File: config.mk
export PLATFORM = sky130hd
export DESIGN_NAME = bp_lce_wormhole_serializer
export DESIGN_NICKNAME = d
export VERILOG_FILES = /design/src/rtl/bp_lce_wormhole_serializer.sv
export SDC_FILE = /design/constraint.sdc
export NUM_CORES = 1
export LEC_CHECK = 0
export ABC_AREA = 1
export BUFFER_PORTS_ARGS = -buffer_cell sky130_fd_sc_hd__buf_2
export CAP_MARGIN = 20
export CORE_ASPECT_RATIO = 0.7
export CORE_MARGIN = 3
export CORE_UTILIZATION = 55
export DETAILED_ROUTE_END_ITERATION = 7
export GPL_ROUTABILITY_DRIVEN = 0
export GPL_TIMING_DRIVEN = 0
export HOLD_SLACK_MARGIN = 0.05
export PLACE_DENSITY = 0.93
export SYNTH_ARGS = -nofsm -noshare
export SYNTH_HDL_FRONTEND = slang
export SYNTH_SLANG_ARGS = --single-unit
export TNS_END_PERCENT = 100
File: constraint.sdc
create_clock -name clk_i -period 2.86 [get_ports clk_i]
set_clock_uncertainty 0.15 [all_clocks]
set_input_delay 0.286 -clock clk_i [delete_from_list [all_inputs] [get_ports clk_i]]
set_output_delay 0.286 -clock clk_i [all_outputs]
set_load 0.02 [all_outputs]
File: src/rtl/bp_lce_wormhole_serializer.sv
// ============================================================================
// Module   : bp_lce_wormhole_serializer
// Brief    : Splits one LCE packet into len+1 wormhole flits, lowest slice
//            first. Out-of-range len fields are clamped to the largest length
//            the packet can hold, rewritten in the header and flagged.
// Revision : 1.0 - initial release
// ============================================================================
`default_nettype none

module bp_lce_wormhole_serializer #(
  parameter int flit_width_p = 32,
  parameter int pkt_width_p  = 96,
  parameter int cord_width_p = 8,
  parameter int len_width_p  = 4
) (
  input  logic                    clk_i,
  input  logic                    reset_i,
  input  logic [pkt_width_p-1:0]  pkt_i,
  input  logic                    pkt_v_i,
  output logic                    pkt_ready_and_o,
  output logic [flit_width_p-1:0] link_data_o,
  output logic                    link_v_o,
  input  logic                    link_ready_and_i,
  output logic                    len_err_o
);

  localparam int max_len_lp    = (pkt_width_p + flit_width_p - 1) / flit_width_p - 1;
  localparam int cnt_width_lp  = (max_len_lp > 0) ? $clog2(max_len_lp + 1) : 1;
  // Buffer rounded up to whole flits so the last slice reads zeros past the packet
  localparam int padded_width_lp = (max_len_lp + 1) * flit_width_p;

  typedef enum logic [0:0] {
    e_idle = 1'b0,
    e_send = 1'b1
  } state_e;

  state_e                     state_r, state_n;
  logic [padded_width_lp-1:0] buffer_r;
  logic [cnt_width_lp-1:0]    cnt_r;
  logic [cnt_width_lp-1:0]    len_r;
  logic                       len_err_r;

  logic                       accept;
  logic                       link_hs;
  logic                       last_flit;
  logic [len_width_p-1:0]     len_in;
  logic                       clamp;
  logic [pkt_width_p-1:0]     pkt_fixed;

  // Handshake and header decode
  always_comb begin
    len_in    = pkt_i[cord_width_p +: len_width_p];
    clamp     = (len_in > len_width_p'(max_len_lp));
    pkt_fixed = pkt_i;
    if (clamp) begin
      pkt_fixed[cord_width_p +: len_width_p] = len_width_p'(max_len_lp);
    end
    accept    = pkt_v_i & pkt_ready_and_o;
    link_hs   = link_v_o & link_ready_and_i;
    last_flit = (cnt_r == len_r);
  end

  // State register
  always_ff @(posedge clk_i) begin
    if (reset_i) begin
      state_r <= e_idle;
    end else begin
      state_r <= state_n;
    end
  end

  // Next-state and handshake outputs; reset masks both sides of the link
  always_comb begin
    state_n         = state_r;
    pkt_ready_and_o = 1'b0;
    link_v_o        = 1'b0;
    case (state_r)
      e_idle: begin
        pkt_ready_and_o = ~reset_i;
        if (accept) begin
          state_n = e_send;
        end
      end
      e_send: begin
        link_v_o = ~reset_i;
        if (link_hs && last_flit) begin
          state_n = e_idle;
        end
      end
      default: state_n = e_idle;
    endcase
  end

  // Packet buffer, length and flit counter
  always_ff @(posedge clk_i) begin
    if (reset_i) begin
      buffer_r  <= '0;
      cnt_r     <= '0;
      len_r     <= '0;
      len_err_r <= 1'b0;
    end else begin
      len_err_r <= accept & clamp;
      if (accept) begin
        buffer_r <= padded_width_lp'(pkt_fixed);
        cnt_r    <= '0;
        len_r    <= clamp ? cnt_width_lp'(max_len_lp) : cnt_width_lp'(len_in);
      end else if (link_hs && !last_flit) begin
        cnt_r <= cnt_r + cnt_width_lp'(1);
      end
    end
  end

  // Flit select comes only from registered state
  always_comb begin
    link_data_o = reset_i ? '0 : buffer_r[cnt_r * flit_width_p +: flit_width_p];
    len_err_o   = len_err_r & ~reset_i;
  end

endmodule

`default_nettype wire

==> metrics, run 1 <==
Worst slew margin=63.6%; WL per Instance=15.9 µm; Top Ports=135; number of synthesized flops with an enable pin=0; critical path class=flip-flop to output pin; Worst-path clk slew=0.09 ns; Net Count, Synth=690; CP Data Required Time=2.42 ns; final setup margin=0.561 ns; worst-path cell chain=inv_2 -> buf_6 -> nand2_1 -> inv_2 -> buf_4 -> nand2_1 -> a21oi_1 -> buf_2; Area growth, synth to finish=45.9%; maximum root-to-sink buffer count=2; via count=about 5.0k; Final setup viols=0; Final Max Tran Viols=0; Yosys reg bits=100; asr flop ratio synth=0%; crit-path max cell delay=0.36 ns; RSZ-0062 raised after global routing=false; CTS tree=yes; initial core utilization=57.2%; sequential share of power=between 50% and 60%; first drt pass iteration count=5; first-pass GRT wire length=23,600 µm; Chip Height=79.3 µm; r2r setup slk=1.37 ns; chip width=around 110 µm; drc violations=0; DP HPWL=around 8400 µm; Post-Route Setup TNS=0 ns; Cell Int Power=between 2 and 2.5 mW; ys flop type=dfxtp_1; Synth area leader=dfxtp_1; yosys warns=0; hold path depth=3; routed wire length=approximately 15,000 µm; kind of end point of the critical path=output pin; Crit path arrival time=1.86 ns; FF-to-FF Start=state_r; Setup crit start kind=flip-flop; WHS Endpoint=len_err_r; overall global routing resource usage=33.4%; Power per Cell Area=between 400 and 500 mW/mm²; Final Total Pwr=~3.0 mW; number of H-tree levels=3; P_leak=2.98 nW; Hold Crit Start=pkt_i[11]; clock root cell=clkbuf_8; Worst-Skew Late Latency=between 0.3 and 0.4 ns; Post-layout nets=just over 900; largest net degree at the start of global routing=16; vias in the first global route=5,099; initial antenna violation count=0; share of total power in combinational logic=18.2%; Peak VDD IR=0.000308 V; Mapped Area=approximately 0.0042 mm²; clk sinks=100; post-synth top area share=47.4%; Net Sw Power=0.809 mW; dpl ws=0.950 ns; Hold Crit Class=input pin to flip-flop; min Tclk post-route=2.30 ns; delay-heaviest family, CP=buffers and inverters; share of layout cells above drive strength 1=23.7%; die area=0.00878 mm²; total CTS buffers=9; Slew @ Worst Pin=0.547 ns; Final Hold Fails=0; Max Cap Viol=0; register area share after synthesis=47.4%; CORE AREA=0.00738 mm²; IO Port Bufs=roughly 130; status=completed; postcts setup bufs=0; reg2reg end=buffer_r[92]; fin crit share=80.4%; Reg2Reg Depth=8; CP max-delay cell=dfxtp_1; initial DRC count=522; fmax=around 430 MHz; switching share of power=between 20% and 30%; Max Fanout on Critical Path=10; synth top area cells=dfxtp_1 47%, nand2_1 23%, a21oi_1 7.9%; Rows=26; Syn Inst Count=between 500 and 600; Avg Cell Area, Syn=7.16 µm²; Yosys cell types=22; aggregate global routing overflow=0; Routed Antenna Nets=0; clock power share=slightly below 30%; post-layout util=83.4%; Buf/Inv on CP=5; Via density=5.38
[through the flow]
step	std cells	area, µm²	hold slack (ns)
floorplan	590	4220	0.246
global placement	822	5010	0.273
detailed placement	822	5010	0.279
CTS	933	6150	0.0748
global route	933	6150	0.108
finish	934	6160	0.0846
[synthesized netlist by cell type (3+ instances only)]
library cell	n
nand3_1	3
buf_4	10
inv_1	37
dfxtp_1	100
nand2_2	10
clkbuf_1	7
o21ai_1	37
a21oi_1	67
nor2_1	5
buf_2	9
o21ai_0	23
nand2_1	260
inv_2	3
buf_6	10
[layer usage]
metal	track usage, %	vias up	routed length [µm]
met1	38.1	2264	5750
met5	0	-	0
li1	-	2329	-
met3	7.54	87	1320
met4	19.3	0	746
met2	58.2	346	7010
[cells in the final DEF, fill, tap and decap left out]
| cell type | instances |
|---|---|
| a21oi_1 | 67 |
| buf_2 | 143 |
| buf_4 | 10 |
| buf_6 | 10 |
| buf_8 | 2 |
| clkbuf_1 | 8 |
| clkbuf_8 | 12 |
| clkinv_2 | 1 |
| clkinvlp_4 | 2 |
| dfxtp_1 | 100 |
| diode_2 | 1 |
| dlygate4sd3_1 | 95 |
| inv_1 | 37 |
| inv_2 | 3 |
| inv_4 | 1 |
| nand2_1 | 260 |
| nand2_2 | 10 |
| nand2_4 | 1 |
| nand3_1 | 3 |
| nor2_1 | 5 |
| nor2_4 | 1 |
| nor2_8 | 1 |
| nor3_2 | 1 |
| o211ai_1 | 1 |
| o21ai_0 | 23 |
| o21ai_1 | 37 |
| o22ai_1 | 1 |
[power groups by stage]
stage               registers, mW  clock network [mW]  logic, mW
floorplan                    1.57                   0      0.260
global placement             1.57                   0      0.397
detailed placement           1.58                   0      0.411
CTS                          1.55               0.862      0.513
global route                 1.56               0.918      0.585
finish                       1.55               0.862      0.538
[logic make-up after synthesis]
kind of cell	after synthesis	share of synthesized area, %
AND/OR/NAND/NOR	282	26.6
buffers and inverters	79	10.6
AO/OA/AOI/OAI	129	15.4
flip-flops	100	47.4
[flip-flops by register name, indices dropped and copies added (netlist names)]
register and cells:
state_r 1, len_err_r 1, cnt_r 2, buffer_r 96
[worst max-delay path by stage]
stage              from         endpoint  cells after the start
5_1_grt        cnt_r[0]  link_data_o[26]                      8
3_3_place_gp    reset_i  link_data_o[21]                      5
3_5_place_dp    reset_i  link_data_o[21]                      5
6_report       cnt_r[0]  link_data_o[28]                      8
4_1_cts        cnt_r[1]  link_data_o[21]                      6
2_1_floorplan  cnt_r[0]  link_data_o[10]                      7
[tightest hold or removal path, stage by stage]
cell,delay (ns)
buf_2,0.08
nor2_1,0.06
a21oi_1,0.13
[area by class of cell]
class | count | area (µm²)
Sequential cell | 100 | 2000
Antenna cell | 1 | 2.50
Clock buffer | 13 | 169
Timing Repair Buffer | 229 | 1620
Tap cell | 98 | 123
Clock inverter | 3 | 20.0
Buffer | 38 | 289
Inverter | 41 | 156
Multi-Input combinational cell | 411 | 1770
Fill cell | 416 | 1230
[repair_timing]
action | CTS | global route
hold endpoints to repair | 94 | 0
hold buffers | 95 | 0
resized for setup | 0 | 0
Power figures use the tool's default switching activity.
==> run 2: changes to the inputs <==
--- a/config.mk
+++ b/config.mk
@@ -10,12 +10,12 @@
 export CAP_MARGIN = 20
 export CORE_ASPECT_RATIO = 0.7
 export CORE_MARGIN = 3
-export CORE_UTILIZATION = 55
+export CORE_UTILIZATION = 46
 export DETAILED_ROUTE_END_ITERATION = 7
 export GPL_ROUTABILITY_DRIVEN = 0
 export GPL_TIMING_DRIVEN = 0
 export HOLD_SLACK_MARGIN = 0.05
-export PLACE_DENSITY = 0.93
+export PLACE_DENSITY = 0.84
 export SYNTH_ARGS = -nofsm -noshare
 export SYNTH_HDL_FRONTEND = slang
 export SYNTH_SLANG_ARGS = --single-unit
==> constraint.sdc (replaced) <==
create_clock -name clk_i -period 2.1 [get_ports clk_i]
set_clock_uncertainty 0.15 [all_clocks]
set_input_delay 0.21 -clock clk_i [delete_from_list [all_inputs] [get_ports clk_i]]
set_output_delay 0.21 -clock clk_i [all_outputs]
set_load 0.02 [all_outputs]
==> run 2 against run 1 <==
Effect of this change:
- non-clock buffer count increased by 3
- sequential power increased by 36%
- via count decreased by 5.8%
- final cell count increased by 2.5%
- utilization decreased by 9.8 points
- setup slack got worse by 0.49 ns
- critical endpoint is now link_data_o[17]
- largest cell class is now non-clock buffers
- largest power group unchanged
==> metrics, run 2 (synthesis gave the netlist of run 1 again) <==
Rows=28 (+7.7%); initial antenna violation count=0 (unchanged); vias in the first global route=4,738 (-7.1%); r2r setup slk=0.68 ns (-0.69 ns); CTS tree=yes; post-layout util=73.5% (-9.8 points); reg2reg end=buffer_r[26]; DP HPWL=8720 µm (+4.4%); Final Hold Fails=0 (unchanged); number of H-tree levels=3 (unchanged); clk sinks=100 (unchanged); die area=0.0104 mm² (+18%); Final setup viols=0 (unchanged); Chip Height=86.2 µm (+8.6%); biggest regs=buffer_r: 96 flops, cnt_r: 2 flops; min Tclk post-route=2.03 ns; Routed Antenna Nets=0 (unchanged); P_leak=3.05 nW (+2.3%); GR Util met1=32.3% (-5.8 points); Max Cap Viol=0 (unchanged); Crit. Startpoint=cnt_r[0]; first-pass GRT wire length=22,100 µm (-6.4%); max reg flops=96 (unchanged); fmax=between 400 and 500 MHz; clock root cell=clkbuf_16; kind of end point of the critical path=output pin; aggregate global routing overflow=0 (unchanged); RSZ-0062 raised after global routing=true; routed wire length=14,000 µm (-5.5%); Area growth, synth to finish=51.3%; WL per Instance=14.6 µm (-7.8%); Slew @ Worst Pin=0.622 ns (+0.0753 ns); Top Ports=135 (unchanged); Reg2Reg Depth=7 (-1); Largest Register=buffer_r; initial core utilization=48.6% (-8.6 points); CP Data Required Time=1.74 ns (-0.68 ns); critical path class=flip-flop to output pin; drc violations=0 (unchanged); Power per Cell Area=678 mW/mm² (+41%); first drt pass iteration count=5 (unchanged); Crit path arrival time=1.67 ns (-0.19 ns); Setup crit start kind=flip-flop; largest net degree at the start of global routing=16 (unchanged); met3 usage=5.14% (-2.4 points); commonest non-fill, non-tap cell in the layout=nand2_1; Via density=4.94 (-8.1%); Final Cell Area=0.00639 mm² (+3.8%); CORE AREA=0.00869 mm² (+18%); Fill cells=675 (+62%); footprint of the multi-input gates=0.00181 mm² (+2.0%); share of layout cells above drive strength 1=25.4% (+1.7 points); initial DRC count=403 (-23%); Max Fanout on Critical Path=10 (unchanged); Register Area=0.00200 mm² (about the same); Final Max Tran Viols=0 (unchanged); maximum root-to-sink buffer count=2 (unchanged); IO Port Bufs=134 (unchanged); chip width=121 µm (+8.8%); overall global routing resource usage=27.1% (-6.3 points); Hold Crit Class=input pin to flip-flop; FF-to-FF Start=state_r; Worst slew margin=58.5% (-5.0 points); met2 GRT Util=49.5% (-8.8 points); Post-layout nets=933 (+0.32%); CP Capture Point=link_data_o[17]; GRT busiest layer=met2; commonest non-fill, non-tap cells in the layout=259 x nand2_1, 127 x buf_2, 99 x dfxtp_1; fin crit share=96.9%; Peak VDD IR=0.000520 V (+69%); via count=4,732 (-5.8%); Worst-Skew Late Latency=0.34 ns (about the same); Worst-path clk slew=0.07 ns (-0.02 ns); status=completed; Post-DP Area=0.00504 mm² (+0.55%); total CTS buffers=9 (unchanged); # diodes=0 (-1)
==> run 2: cell count changes in the layout (fill, tap and decap cells not counted), sizes merged <==
cell         before  now
clkbuf           20   17
clkinv            1    4
dlygate4sd3      95   97
buf             165  166
diode             1    0
inv              41   40
==> run 2: timing repair <==
item,4_1_cts,5_1_grt
hold buffers,97,0
buffers inserted,0,0
resized for setup,5,40
endpoints found under the hold margin,95,0
cloned,0,1
endpoints found under the setup margin,6,30
==> run 2: worst min path at each step <==
stage	from	end	slack, ns	cells after the start
final	link_ready_and_i	state_r	0.08	4
after global routing	pkt_i[10]	buffer_r[8]	0.07	4
after CTS	pkt_i[10]	buffer_r[8]	0.06	4
after detailed placement	pkt_i[38]	buffer_r[38]	0.26	3
after global placement	pkt_i[74]	buffer_r[74]	0.25	3
after floorplan	pkt_i[32]	buffer_r[32]	0.17	2
==> run 2: layer usage <==
layer	routed length, µm	vias up
li1	-	2341
met1	5920	2164
met2	6910	205
met3	890	22
met4	271	0
met5	0	-
==> run 2: worst max-delay path, cell delays in order, from the launching register on <==
cell	delay [ns]
dfxtp_2	0.34
inv_2	0.07
buf_6	0.15
nand2_2	0.09
clkinv_4	0.10
buf_8	0.14
nand2_1	0.07
a21oi_1	0.19
buf_4	0.17
==> run 2: cell type report <==
type | instances | share of cell area, %
tap | 120 | 2.35
clock buffer | 10 | 3.58
inverter | 41 | 2.53
buffer | 38 | 4.94
sequential | 100 | 31.4
timing repair buffer | 232 | 26.4
clock inverter | 5 | 0.470
multi-input combinational | 411 | 28.3
==> run 2: per-stage QoR <==
stage | setup TNS (ns) | setup WS (ns) | total power, mW | hold WS [ns] | instances
global placement | 0 | 0.363 | 2.69 | 0.254 | 844
detailed placement | 0 | 0.361 | 2.72 | 0.258 | 844
global route | -0.0753 | -0.0433 | 4.52 | 0.0705 | 957
finish | 0 | 0.0657 | 4.33 | 0.0795 | 957
floorplan | 0 | 0.526 | 2.49 | 0.170 | 590
CTS | 0 | 0.00907 | 4.32 | 0.0594 | 956
==> run 2: report_power, final <==
group          switching [mW]  internal [mW]
Clock                   0.695          0.790
Combinational           0.372          0.364
Sequential             0.0680           2.04
Total                    1.14           3.20
==> run 3: changes to the inputs <==
--- a/config.mk
+++ b/config.mk
@@ -6,7 +6,7 @@
 export NUM_CORES = 1
 export LEC_CHECK = 0
 export ABC_AREA = 1
-export BUFFER_PORTS_ARGS = -buffer_cell sky130_fd_sc_hd__buf_2
+export BUFFER_PORTS_ARGS = -buffer_cell sky130_fd_sc_hd__buf_4
 export CAP_MARGIN = 20
 export CORE_ASPECT_RATIO = 0.7
 export CORE_MARGIN = 3
==> run 3 against run 2 <==
Effect of this change:
- critical path depth fell by 2
- via count rose by 0.74%
- sequential cell count did not move
- clock power rose by 11%
- hold slack got worse by 0.026 ns
- sequential power barely moved
- first-iteration DRC count rose by 8.4%
- global-route usage rose by 0.45 points
- critical path type unchanged
- critical endpoint is now link_data_o[1]
==> metrics, run 3 (synthesis gave the netlist of run 1 again) <==
status=completed; most frequent CP cell=buf_6; total CTS buffers=9 (unchanged); Routed Antenna Nets=0 (unchanged); WL per Instance=15.0 µm (+2.5%); number of H-tree levels=3 (unchanged); Worst slew margin=59.5% (+0.93 points); Final Max Tran Viols=0 (unchanged); Top Ports=135 (unchanged); fmax=482 MHz (-1.9%); Final setup viols=0 (unchanged); Hold Crit Start=reset_i; number of placed cells counting well taps=844 (unchanged); reg2reg end=buffer_r[27]; vias in the first global route=4,797 (+1.2%); clk sinks=100 (unchanged); biggest regs=buffer_r: 96 flops, cnt_r: 2 flops; IO Port Bufs=134 (unchanged); Post-Route Setup TNS=0 ns (unchanged); Final Cell Area=0.00672 mm² (+5.2%); via count=4,767 (+0.74%); r2r setup slk=0.67 ns (about the same); kind of end point of the critical path=output pin; Final Hold Fails=0 (unchanged); first drt pass iteration count=6 (+1); overall global routing resource usage=27.5% (+0.45 points); postcts setup bufs=0 (unchanged); CORE AREA=0.00869 mm² (unchanged); fin crit share=98.7% (+1.9 points); first-pass GRT wire length=22,700 µm (+2.7%); Reg2Reg Depth=7 (unchanged); Buf/Inv on CP=4 (-1); Worst-Skew Late Latency=0.34 ns (about the same); Final Total Pwr=4.57 mW (+5.5%); maximum root-to-sink buffer count=2 (unchanged); Critical Path Stages=6 (-2); Register Area=0.00201 mm² (+0.12%); Max Cap Viol=0 (unchanged); initial DRC count=437 (+8.4%); Peak VDD IR=0.000373 V (-28%); Chip Height=86.2 µm (unchanged); crit-path max cell delay=0.38 ns (+0.04 ns); initial antenna violation count=1 (+1); Post-DP Area=0.00538 mm² (+6.7%); CP Data Required Time=1.74 ns (about the same); Power per Cell Area=680 mW/mm² (+0.33%); aggregate global routing overflow=0 (unchanged); commonest non-fill, non-tap cell in the layout=nand2_1; Largest Register=buffer_r; Area growth, synth to finish=59.2%; Fill cells=577 (-15%); max reg flops=96 (unchanged); die area=0.0104 mm² (unchanged); DP HPWL=8890 µm (+2.0%); clock root cell=clkbuf_16; Worst-path clk slew=0.07 ns (about the same); Via density=4.98 (+0.63%); CTS tree=yes; final setup margin=0.0268 ns (-0.0389 ns); dpl ws=0.375 ns (+0.0141 ns); worst-path cell chain=inv_2 -> buf_6 -> buf_6 -> o21ai_0 -> a21oi_2 -> buf_4; routed wire length=14,400 µm (+2.6%); initial core utilization=48.6% (unchanged); delay-heaviest family, CP=buffers and inverters; Setup crit start kind=flip-flop; drc violations=0 (unchanged); CP max-delay cell=o21ai_0; largest net degree at the start of global routing=17 (+1); footprint of the multi-input gates=0.00181 mm² (unchanged); FF-to-FF Start=state_r; min Tclk post-route=2.07 ns (+0.0389 ns); Crit path arrival time=1.71 ns (+0.04 ns); Rows=28 (unchanged); chip width=121 µm (unchanged); WHS Endpoint=state_r; Slew @ Worst Pin=0.608 ns (-0.0140 ns); P_leak=3.16 nW (+3.6%); Hold Crit Class=input pin to flip-flop; Non-Filler Instances=958 (+0.10%); Post-layout nets=933 (unchanged); share of layout cells above drive strength 1=25.6% (+0.12 points); hold path depth=4 (unchanged); critical path class=flip-flop to output pin; commonest non-fill, non-tap cells in the layout=259 x nand2_1, 141 x buf_4, 99 x dfxtp_1; Max Fanout on Critical Path=10 (unchanged)
## run 3: cell count changes in the layout (fill, tap and decap cells not counted), moves of 2 or more
cell,previous run,this run
buf_2,127,10
buf_4,24,141
clkinv_2,3,1
clkinvlp_4,2,0
inv_6,0,2
o21ai_0,23,21
o21ai_1,37,39
## run 3: worst max path at each step
stage	start	endpoint	slack, ns
final	cnt_r[0]	link_data_o[1]	0.03
after global routing	cnt_r[0]	link_data_o[21]	-0.009
after CTS	cnt_r[1]	link_data_o[16]	0.01
after detailed placement	reset_i	link_data_o[21]	0.38
after global placement	reset_i	link_data_o[21]	0.36
after floorplan	cnt_r[0]	link_data_o[10]	0.53
## run 3: stage by stage
stage,util [%],hold WS (ns)
3_3_place_gp,61.9,0.256
3_5_place_dp,61.9,0.259
4_1_cts,76.5,0.0543
5_1_grt,77.3,0.0720
6_report,77.3,0.0536
2_1_floorplan,-,0.170
## run 3: worst min-delay path, stage by stage
cell and delay [ns]:
buf_4 0.10, nor2_4 0.04, nand2_4 0.09, nand2_1 0.06
## run 3: power breakdown
group	switching, mW	total [mW]	internal [mW]
Clock	0.730	1.66	0.927
Sequential	0.0687	2.11	2.04
Combinational	0.381	0.806	0.425
## run 3: final cells by class
| type | count | area share (%) |
|---|---|---|
| antenna | 1 | 0.0372 |
| buffer | 38 | 4.67 |
| clock buffer | 10 | 3.41 |
| clock inverter | 5 | 0.912 |
| inverter | 41 | 2.36 |
| multi-input combinational | 411 | 26.9 |
| sequential | 100 | 29.8 |
| tap | 120 | 2.23 |
| timing repair buffer | 232 | 29.6 |
## run 3: what timing repair did
| item | 4_1_cts | 5_1_grt |
|---|---|---|
| resized for setup | 0 | 34 |
| hold buffers | 98 | 0 |
| setup endpoints to repair | 0 | 32 |
| endpoints found under the hold margin | 96 | 0 |
## run 3: routing by layer
layer	global-route usage, %	wire, µm	vias to the layer above
met5	0	0	-
met4	10.3	328	0
met3	6.39	1190	35
met2	48.6	7050	243
met1	32.9	5800	2158
li1	-	-	2331
